## src/rtl/gmii_pkg.sv

```systemverilog
// gmii_pkg: shared state type and byte constants for the GMII transmit path
package gmii_pkg;
  typedef enum logic [1:0] {ST_IDLE, ST_PREAMBLE, ST_DATA, ST_IFG} gmii_state_e;
  localparam logic [7:0] GMII_PREAMBLE_BYTE = 8'h55;
  localparam logic [7:0] GMII_SFD_BYTE = 8'hD5;
  localparam int GMII_DEFAULT_IFG = 12;
  localparam int GMII_DEFAULT_PREAMBLE = 7;
endpackage

```

## src/rtl/gmii_tx_rr_arb.sv

```systemverilog
// gmii_tx_rr_arb: two-way round-robin grant, one-hot, combinational
module gmii_tx_rr_arb (
  input  logic [1:0] req,
  input  logic       last_grant,
  output logic [1:0] grant
);
  always_comb begin
    grant[0] = req[0] & (~req[1] | last_grant);
    grant[1] = req[1] & (~req[0] | ~last_grant);
  end
endmodule

```

## src/rtl/gmii_tx_arbiter.sv

```systemverilog
// gmii_tx_arbiter: frame-granular round-robin of two byte streams onto a GMII TX port
module gmii_tx_arbiter
  import gmii_pkg::*;
#(
  parameter int IFG_CYCLES   = GMII_DEFAULT_IFG,
  parameter int PREAMBLE_LEN = GMII_DEFAULT_PREAMBLE
) (
  input  logic            clk,
  input  logic            rst,
  input  logic [1:0][7:0] s_tdata,
  input  logic [1:0]      s_tvalid,
  input  logic [1:0]      s_tlast,
  output logic [1:0]      s_tready,
  output logic [7:0]      gmii_txd,
  output logic            gmii_tx_en,
  output logic            gmii_tx_er,
  output logic            busy,
  output logic            frame_done,
  output logic            underrun
);
  localparam int CW = $clog2((IFG_CYCLES > PREAMBLE_LEN ? IFG_CYCLES : PREAMBLE_LEN) + 1);
  localparam logic [CW-1:0] PRE_LAST = CW'(PREAMBLE_LEN);
  localparam logic [CW-1:0] IFG_LAST = CW'(IFG_CYCLES - 1);
  gmii_state_e state, state_n;
  logic sel, sel_n, last_sel, last_sel_n, armed;
  logic [CW-1:0] cnt, cnt_n;
  logic [7:0] txd_n;
  logic en_n, er_n;
  logic [1:0] grant;
  gmii_tx_rr_arb u_arb (.req(s_tvalid), .last_grant(last_sel), .grant(grant));
  always_comb begin
    s_tready   = (state == ST_DATA) ? (sel ? 2'b10 : 2'b01) : 2'b00;
    busy       = state != ST_IDLE;
    frame_done = state == ST_DATA && s_tvalid[sel] && s_tlast[sel];
    underrun   = state == ST_DATA && !s_tvalid[sel];
  end
  always_comb begin
    state_n    = state;
    sel_n      = sel;
    last_sel_n = last_sel;
    cnt_n      = cnt;
    txd_n      = 8'h00;
    en_n       = 1'b0;
    er_n       = 1'b0;
    case (state)
      ST_IDLE: if (armed && |grant) begin
        sel_n   = grant[1];
        txd_n   = GMII_PREAMBLE_BYTE;
        en_n    = 1'b1;
        cnt_n   = CW'(1);
        state_n = ST_PREAMBLE;
      end
      ST_PREAMBLE: begin
        en_n = 1'b1;
        if (cnt < PRE_LAST) begin
          txd_n = GMII_PREAMBLE_BYTE;
          cnt_n = cnt + CW'(1);
        end else begin
          txd_n   = GMII_SFD_BYTE;
          state_n = ST_DATA;
        end
      end
      ST_DATA: begin
        en_n = 1'b1;
        if (s_tvalid[sel]) begin
          txd_n = s_tdata[sel];
          if (s_tlast[sel]) begin
            last_sel_n = sel;
            cnt_n      = '0;
            state_n    = ST_IFG;
          end
        end else er_n = 1'b1;
      end
      ST_IFG: if (cnt == IFG_LAST) state_n = ST_IDLE; else cnt_n = cnt + CW'(1);
      default: state_n = ST_IDLE;
    endcase
  end
  // armed holds off arbitration in the first cycle after reset release
  always_ff @(posedge clk or posedge rst)
    if (rst) begin
      state      <= ST_IDLE;
      sel        <= 1'b0;
      last_sel   <= 1'b1;
      cnt        <= '0;
      gmii_txd   <= 8'h00;
      gmii_tx_en <= 1'b0;
      gmii_tx_er <= 1'b0;
      armed      <= 1'b0;
    end else begin
      state      <= state_n;
      sel        <= sel_n;
      last_sel   <= last_sel_n;
      cnt        <= cnt_n;
      gmii_txd   <= txd_n;
      gmii_tx_en <= en_n;
      gmii_tx_er <= er_n;
      armed      <= 1'b1;
    end
endmodule

```

## config.mk

```make
export PLATFORM = sky130hd
export DESIGN_NAME = gmii_tx_arbiter
export DESIGN_NICKNAME = d
export VERILOG_FILES = /design/src/rtl/gmii_pkg.sv /design/src/rtl/gmii_tx_rr_arb.sv /design/src/rtl/gmii_tx_arbiter.sv
export SDC_FILE = /design/constraint.sdc
export NUM_CORES = 1
export LEC_CHECK = 0
export CORE_MARGIN = 2
export CORE_UTILIZATION = 40
export CTS_CLUSTER_DIAMETER = 120
export DETAILED_ROUTE_END_ITERATION = 7
export PLACE_DENSITY_LB_ADDON = 0.3
export SLEW_MARGIN = 20
export SYNTH_ARGS = -nofsm -noshare
export SYNTH_HDL_FRONTEND = slang
export SYNTH_SLANG_ARGS = --single-unit
```

## constraint.sdc

```tcl
create_clock -name clk -period 1.6 [get_ports clk]
set_input_delay 0.48 -clock clk [delete_from_list [all_inputs] [get_ports clk]]
set_output_delay 0.48 -clock clk [all_outputs]
set_load 0.005 [all_outputs]
```

# [Yosys cells after proc, flatten, opt, wreduce, memory -nomap -nowiden]
# Index checks and enable logic that the tools add are counted.
[word_totals] output_inout_bits=15 ff_bits=19 word_cells=70 in_bits=22
[op_classes] n_reduce_logical=13 n_addsub=1 order_cmp=2 eq_ne=11 bitwise_logic=7 mux=28
[op_table] cell="$mux W8" count=4
[op_table] cell="$pmux W8 S3" count=1
[op_table] cell="$mux W4" count=5
[op_table] cell="$pmux W4 S4" count=1
[op_table] cell="$mux W2" count=7
[op_table] cell="$ne A2 B2 Y1 const B" count=6
[op_table] cell="$reduce_and A5 Y1" count=2
[op_table] cell="$pmux W2 S4" count=1
[op_table] cell="$mux W1" count=7
[op_table] cell="$mux W7" count=1
[op_table] cell="$add A4 B1 Y4 const B" count=1
[op_table] cell="$eq A2 B2 Y1 const B" count=2
[op_table] cell="$eq A4 B4 Y1 const B" count=1
[op_table] cell="$logic_and A1 B1 Y1" count=4
[op_table] cell="$lt A4 B3 Y1 const B" count=1
[op_table] cell="$reduce_or A2 Y1" count=2
[op_table] cell="$not A1 Y1" count=3
[op_table] cell="$reduce_and A3 Y1" count=1
[op_table] cell="$and A1 B1 Y1" count=2
[op_table] cell="$eq A2 B1 Y1 const B" count=1
[op_table] cell="$logic_not A2 Y1" count=1
[op_table] cell="$lt A1 B2 Y1 const B" count=1
[op_table] cell="$ne A2 B1 Y1 const B" count=1
[op_table] cell="$or A1 B1 Y1" count=2
[op_table] cell="other kinds (4)" count=4

# [Depth between registers and ports, before layout]
[logic_depth] depth_word=7 depth_mapped=6 ltp_nobuf=6

# [By module]
# From an unflattened synthesis, not the netlist that was laid out.
[unflattened] hier_cells=110 area_unflattened_um2=1102.3
[modules_own_cells] mod="gmii_tx_arbiter" seq_area_each_um2=476.7 cells_per_inst=107 n_inst=1 area_per_inst_um2=1083.5
[modules_own_cells] mod="gmii_tx_rr_arb" seq_area_each_um2=0.0 cells_per_inst=3 n_inst=1 area_per_inst_um2=18.8

# [Worst setup path after synthesis]
# No wires, ideal clock.
[synth_timing] path_type="reg-to-reg" startpoint="register state[0]" endpoint="register state[1]" arrival_ns=1.503 period_less_slack_ns=1.628 required_time_ns=1.475 path_stages_with_launch=6 path_slack_ns=-0.028 n_path_buf=0 setup_ns=0.125 cell_sequence="dfrtp_1 -> inv_1 -> ha_1 -> a32o_2 -> o21bai_1 -> mux2_2"
[synth_via] elab_chain_cells=3 word_cells_on_any_way=11 cone_classes="8 x eq/ne; 1 x mux; 2 x reduce/logical"
[synth_rtl] element="from (decl)" line_no="gmii_tx_arbiter.sv:24" rtl="gmii_state_e state, state_n;"
[synth_rtl] element="from (signal assigned)" line_no="gmii_tx_arbiter.sv:90" rtl="state <= state_n;"
[synth_rtl] element="$eq A2 B2 Y1 (tied with other cells)" line_no="gmii_tx_arbiter.sv:45" rtl="case (state)"
[synth_rtl] element="$ne A2 B2 Y1 (no line) / $ne A2 B1 Y1 (equally long branches)"
[synth_rtl] element="$reduce_and A5 Y1 (no line)"
# Parallel ways exist; a longest one is shown, timed or not.
# A chain may end at the register's enable or synchronous reset.

# [Worst setup path after layout]
[layout_timing] startpoint="register sel" endpoint="output frame_done"
[layout_via] elab_chain_cells=4 word_cells_on_any_way=6 cone_classes="4 x mux; 2 x reduce/logical"
[layout_rtl] element="from (decl)" line_no="gmii_tx_arbiter.sv:25" rtl="logic sel, sel_n, last_sel, last_sel_n, armed;"
[layout_rtl] element="from (signal assigned)" line_no="gmii_tx_arbiter.sv:91" rtl="sel <= sel_n;"
[layout_rtl] element="$mux W1 (implied by the code) (2 in a row)" line_no="gmii_tx_arbiter.sv:34" rtl="frame_done = state == ST_DATA && s_tvalid[sel] && s_tlast[sel];"
[layout_rtl] element="$logic_and A1 B1 Y1" line_no="gmii_tx_arbiter.sv:34"
[layout_rtl] element="$logic_and A1 B1 Y1 *" line_no="gmii_tx_arbiter.sv:34"
[layout_rtl] element="to (decl)" line_no="gmii_tx_arbiter.sv:18" rtl="output logic frame_done,"
# Every way passes the cells marked *; elsewhere a longest branch is shown, timed or not. The select of a mux whose other input is x is not followed.

==> impl_results.md <==
- Vias in the first global route: 1191
- Cell row count: 18
- Final wirelength: about 3200 µm
- Post-layout nets: 204
- Synth Area in Compound Gates: 16.78%
- Unrepaired setup endpoints after global routing: true
- Largest family of logic cells by synthesized area: compound AO/OA/AOI/OAI gates
- Worst EP required: between 1000 and 1500 ps
- Max frequency: approximately 530 MHz
- Outcome: finished, violations left
- Ant. Diodes: 0
- Share of cells above drive strength 1: just over 40%
- Critical Path End Type: primary output
- CTS tree: done
- GPL Wtd Cong: a little under 0.9
- Number of synthesized register bits: 19
- Drt pass-1 iters: 4
- Area Overhead vs Synth: 75.35%
- Initial antenna violation count: 0
- Tmin final: approximately 1900 ps
- Cell variety after synth: 35
- Worst R2R End: cnt[3]
- ANT nets after route: 0
- Clk Latency, worst-skew pair: roughly 290 ps
- Simple-gate share of the synthesized area: about 16%
- Ys Warns: 0
- Setup slack after layout: -302.1 ps
- Critical path peak fanout: 2
- Initial Util: a little over two fifths
- PortBufs: 36
- R2R depth: 7
- Syn_area_per_cell: approximately 10 µm²
- Layout filler cell count: about 170
- Most common cell after layout, fill and taps aside: buf_4
- Largest net degree at the start of global routing: 20
- Setup Viol. Count Final: 10
- Via count: 1047
- I/O Pins: 37
- First-pass GRT wire length: 5540 µm
- Synth Area in Adders: under 10%
- Syn Nets: 134
- Die Footprint: ~3100 µm²
- Period utilisation layout: 118.9%
- Post-Place Setup Slack: -791.6 ps
- Netlist Area Pre-Place: between 1000 and 1500 µm²
- RR Startpoint: state[1]
- Die width: ~56 µm
- Clock buffer depth: 2
- Post-Route Utilization: 75.15%
- H-tree depth: 1
- Power Density: 1762 nW/µm²
- Via/cell ratio: 5.132
- Cts-stage hold buffer count: 0
- Chip height: approximately 56 µm
- Clk_skew: roughly 3.4 ps
- Clock transition at path regs: 110 ps
- R2R setup slack: -150 ps
- Cells after Synth: roughly 110
- WP data arrival: ~1400 ps
- DR WL/cell: between 15 and 20 µm
- Failing checks: setup timing
- Crit start category: flop
- Max Slew Vio Count: 0
- VDD IR-drop max: 1217 µV
- Mux cell area share after synthesis: about 11%
- Worst Hold Class: input port to async pin
- Cts bufs inserted: 3
- HPWL after detailed placement: 2206 µm
- Max Cap Viol: 0
- Synth Area in XOR/XNOR: 0%
- Sequential area share after synthesis: about 44%
- GRT Total Usage: 22.05%
- Iter 0 DRT Violations: 23
- Hold Fails Final Rpt: 0
- Core Area: about 2500 µm²
- Clk Tree Root Cell: clkbuf_4
- Leak: between 0.9 and 1 nW
- Drc violations: 0
- Crit path kind: flop to primary output
- Most frequent cells in the layout: buf_4, dfrtp_1, clkdlybuf4s50_1
- Clk sink count: 19
- Total congestion overflow: 0
-- worst max-delay path, stage by stage (launching register included) --
cell,delay [ps]
dfrtp_1,400
mux2i_2,270
buf_4,160
nand2b_4,120
nor2_2,40
buf_2,130
-- how the worst max path moves through the flow --
stage / from / to / slack, ps
2_1_floorplan: state[1] / cnt[2] / 10
3_5_place_dp: s_tvalid[1] / frame_done / -790
3_3_place_gp: s_tvalid[1] / frame_done / -680
6_report: sel / frame_done / -300
4_1_cts: sel / frame_done / -240
5_1_grt: sel / frame_done / -360
-- metrics by stage --
step	hold slack [ps]	instance area [µm²]	setup TNS [ps]	instances	total power, mW
2_1_floorplan	430.4	1084	0	105	1.652
3_3_place_gp	480.1	1635	-6863	191	2.429
3_5_place_dp	522.9	1635	-8402	191	2.506
4_1_cts	494.1	1834	-1405	203	3.160
5_1_grt	514.5	1896	-2033	204	3.574
6_report	492.8	1896	-1526	204	3.340
-- per-layer routing --
| layer | vias to the layer above | part of all wire (%) | GRT usage [%] |
|---|---|---|---|
| met2 | 32 | 52 | 39.16 |
| met3 | 8 | 5.8 | 4.186 |
| met5 | - | 0 | 0 |
| li1 | 509 | - | - |
| met4 | 0 | 2.1 | 8.163 |
| met1 | 498 | 40 | 26.22 |
-- report_power, final --
part           switching, mW  leakage [nW]  total, mW  internal [mW]
combinational           1.03         0.670       2.34           1.30
sequential            0.0959         0.242      0.759          0.663
clock                  0.148        0.0150      0.245         0.0969
-- synthesized netlist by cell type --
library cell	number	area share, %
a21boi_0	1	0.69
nor3_1	1	0.46
dfstp_2	1	2.4
nand3_1	3	1.4
a211oi_1	1	0.69
nand2_1	9	3.1
o41ai_1	1	0.81
o221ai_1	1	0.81
clkbuf_1	2	0.69
or2_4	1	0.81
o21bai_1	2	1.4
o31ai_1	2	1.4
o211a_1	1	0.93
nor2b_1	1	0.58
nand3b_4	1	1.9
inv_1	6	2.1
conb_1	1	0.35
ha_1	7	8.1
mux2i_1	11	10
nand2b_1	2	1.2
o32ai_1	1	0.81
dfrtp_1	18	42
o21ai_0	9	4.2
o22a_1	1	0.81
a21oi_1	2	0.93
and2_1	2	1.2
and3b_1	1	0.81
a22o_1	1	0.81
nor2_1	9	3.1
a32o_2	1	1.0
or2_2	1	0.58
o41ai_2	1	1.5
mux2_2	1	1.0
buf_6	1	1.0
nand4_1	1	0.58
-- area by class of cell --
type                    instances  area (µm²)  area share, %
inverters                       6       27.53          1.452
repair buffers                 68       609.3          32.15
well taps                      30       37.54          1.980
clock buffers                   4       26.28          1.386
multi-input cells              77       718.2          37.89
flip-flops and latches         19       476.7          25.15
-- registers in the layout, summed over array words and instances, names as in the netlist --
signal and flops:
armed 1, cnt 4, gmii_tx_en 1, gmii_tx_er 1, gmii_txd 8, last_sel 1, sel 1, state 2
-- cells by family (layout without fill, tap and decap cells) --
family | Yosys count | count (layout)
mux | 12 | 12
simple gates | 32 | 32
fa+ha+maj | 7 | 7
flops | 19 | 19
compound gates | 25 | 25
other cells | 1 | 1
buf+inv | 9 | 78
-- what timing repair did --
item                                    4_1_cts  5_1_grt
setup buffers                                 9        1
pin swaps                                    12        3
endpoints found under the setup margin       29       15
resized for setup                            68       12
No activity file was read; power rests on OpenSTA's default activity.
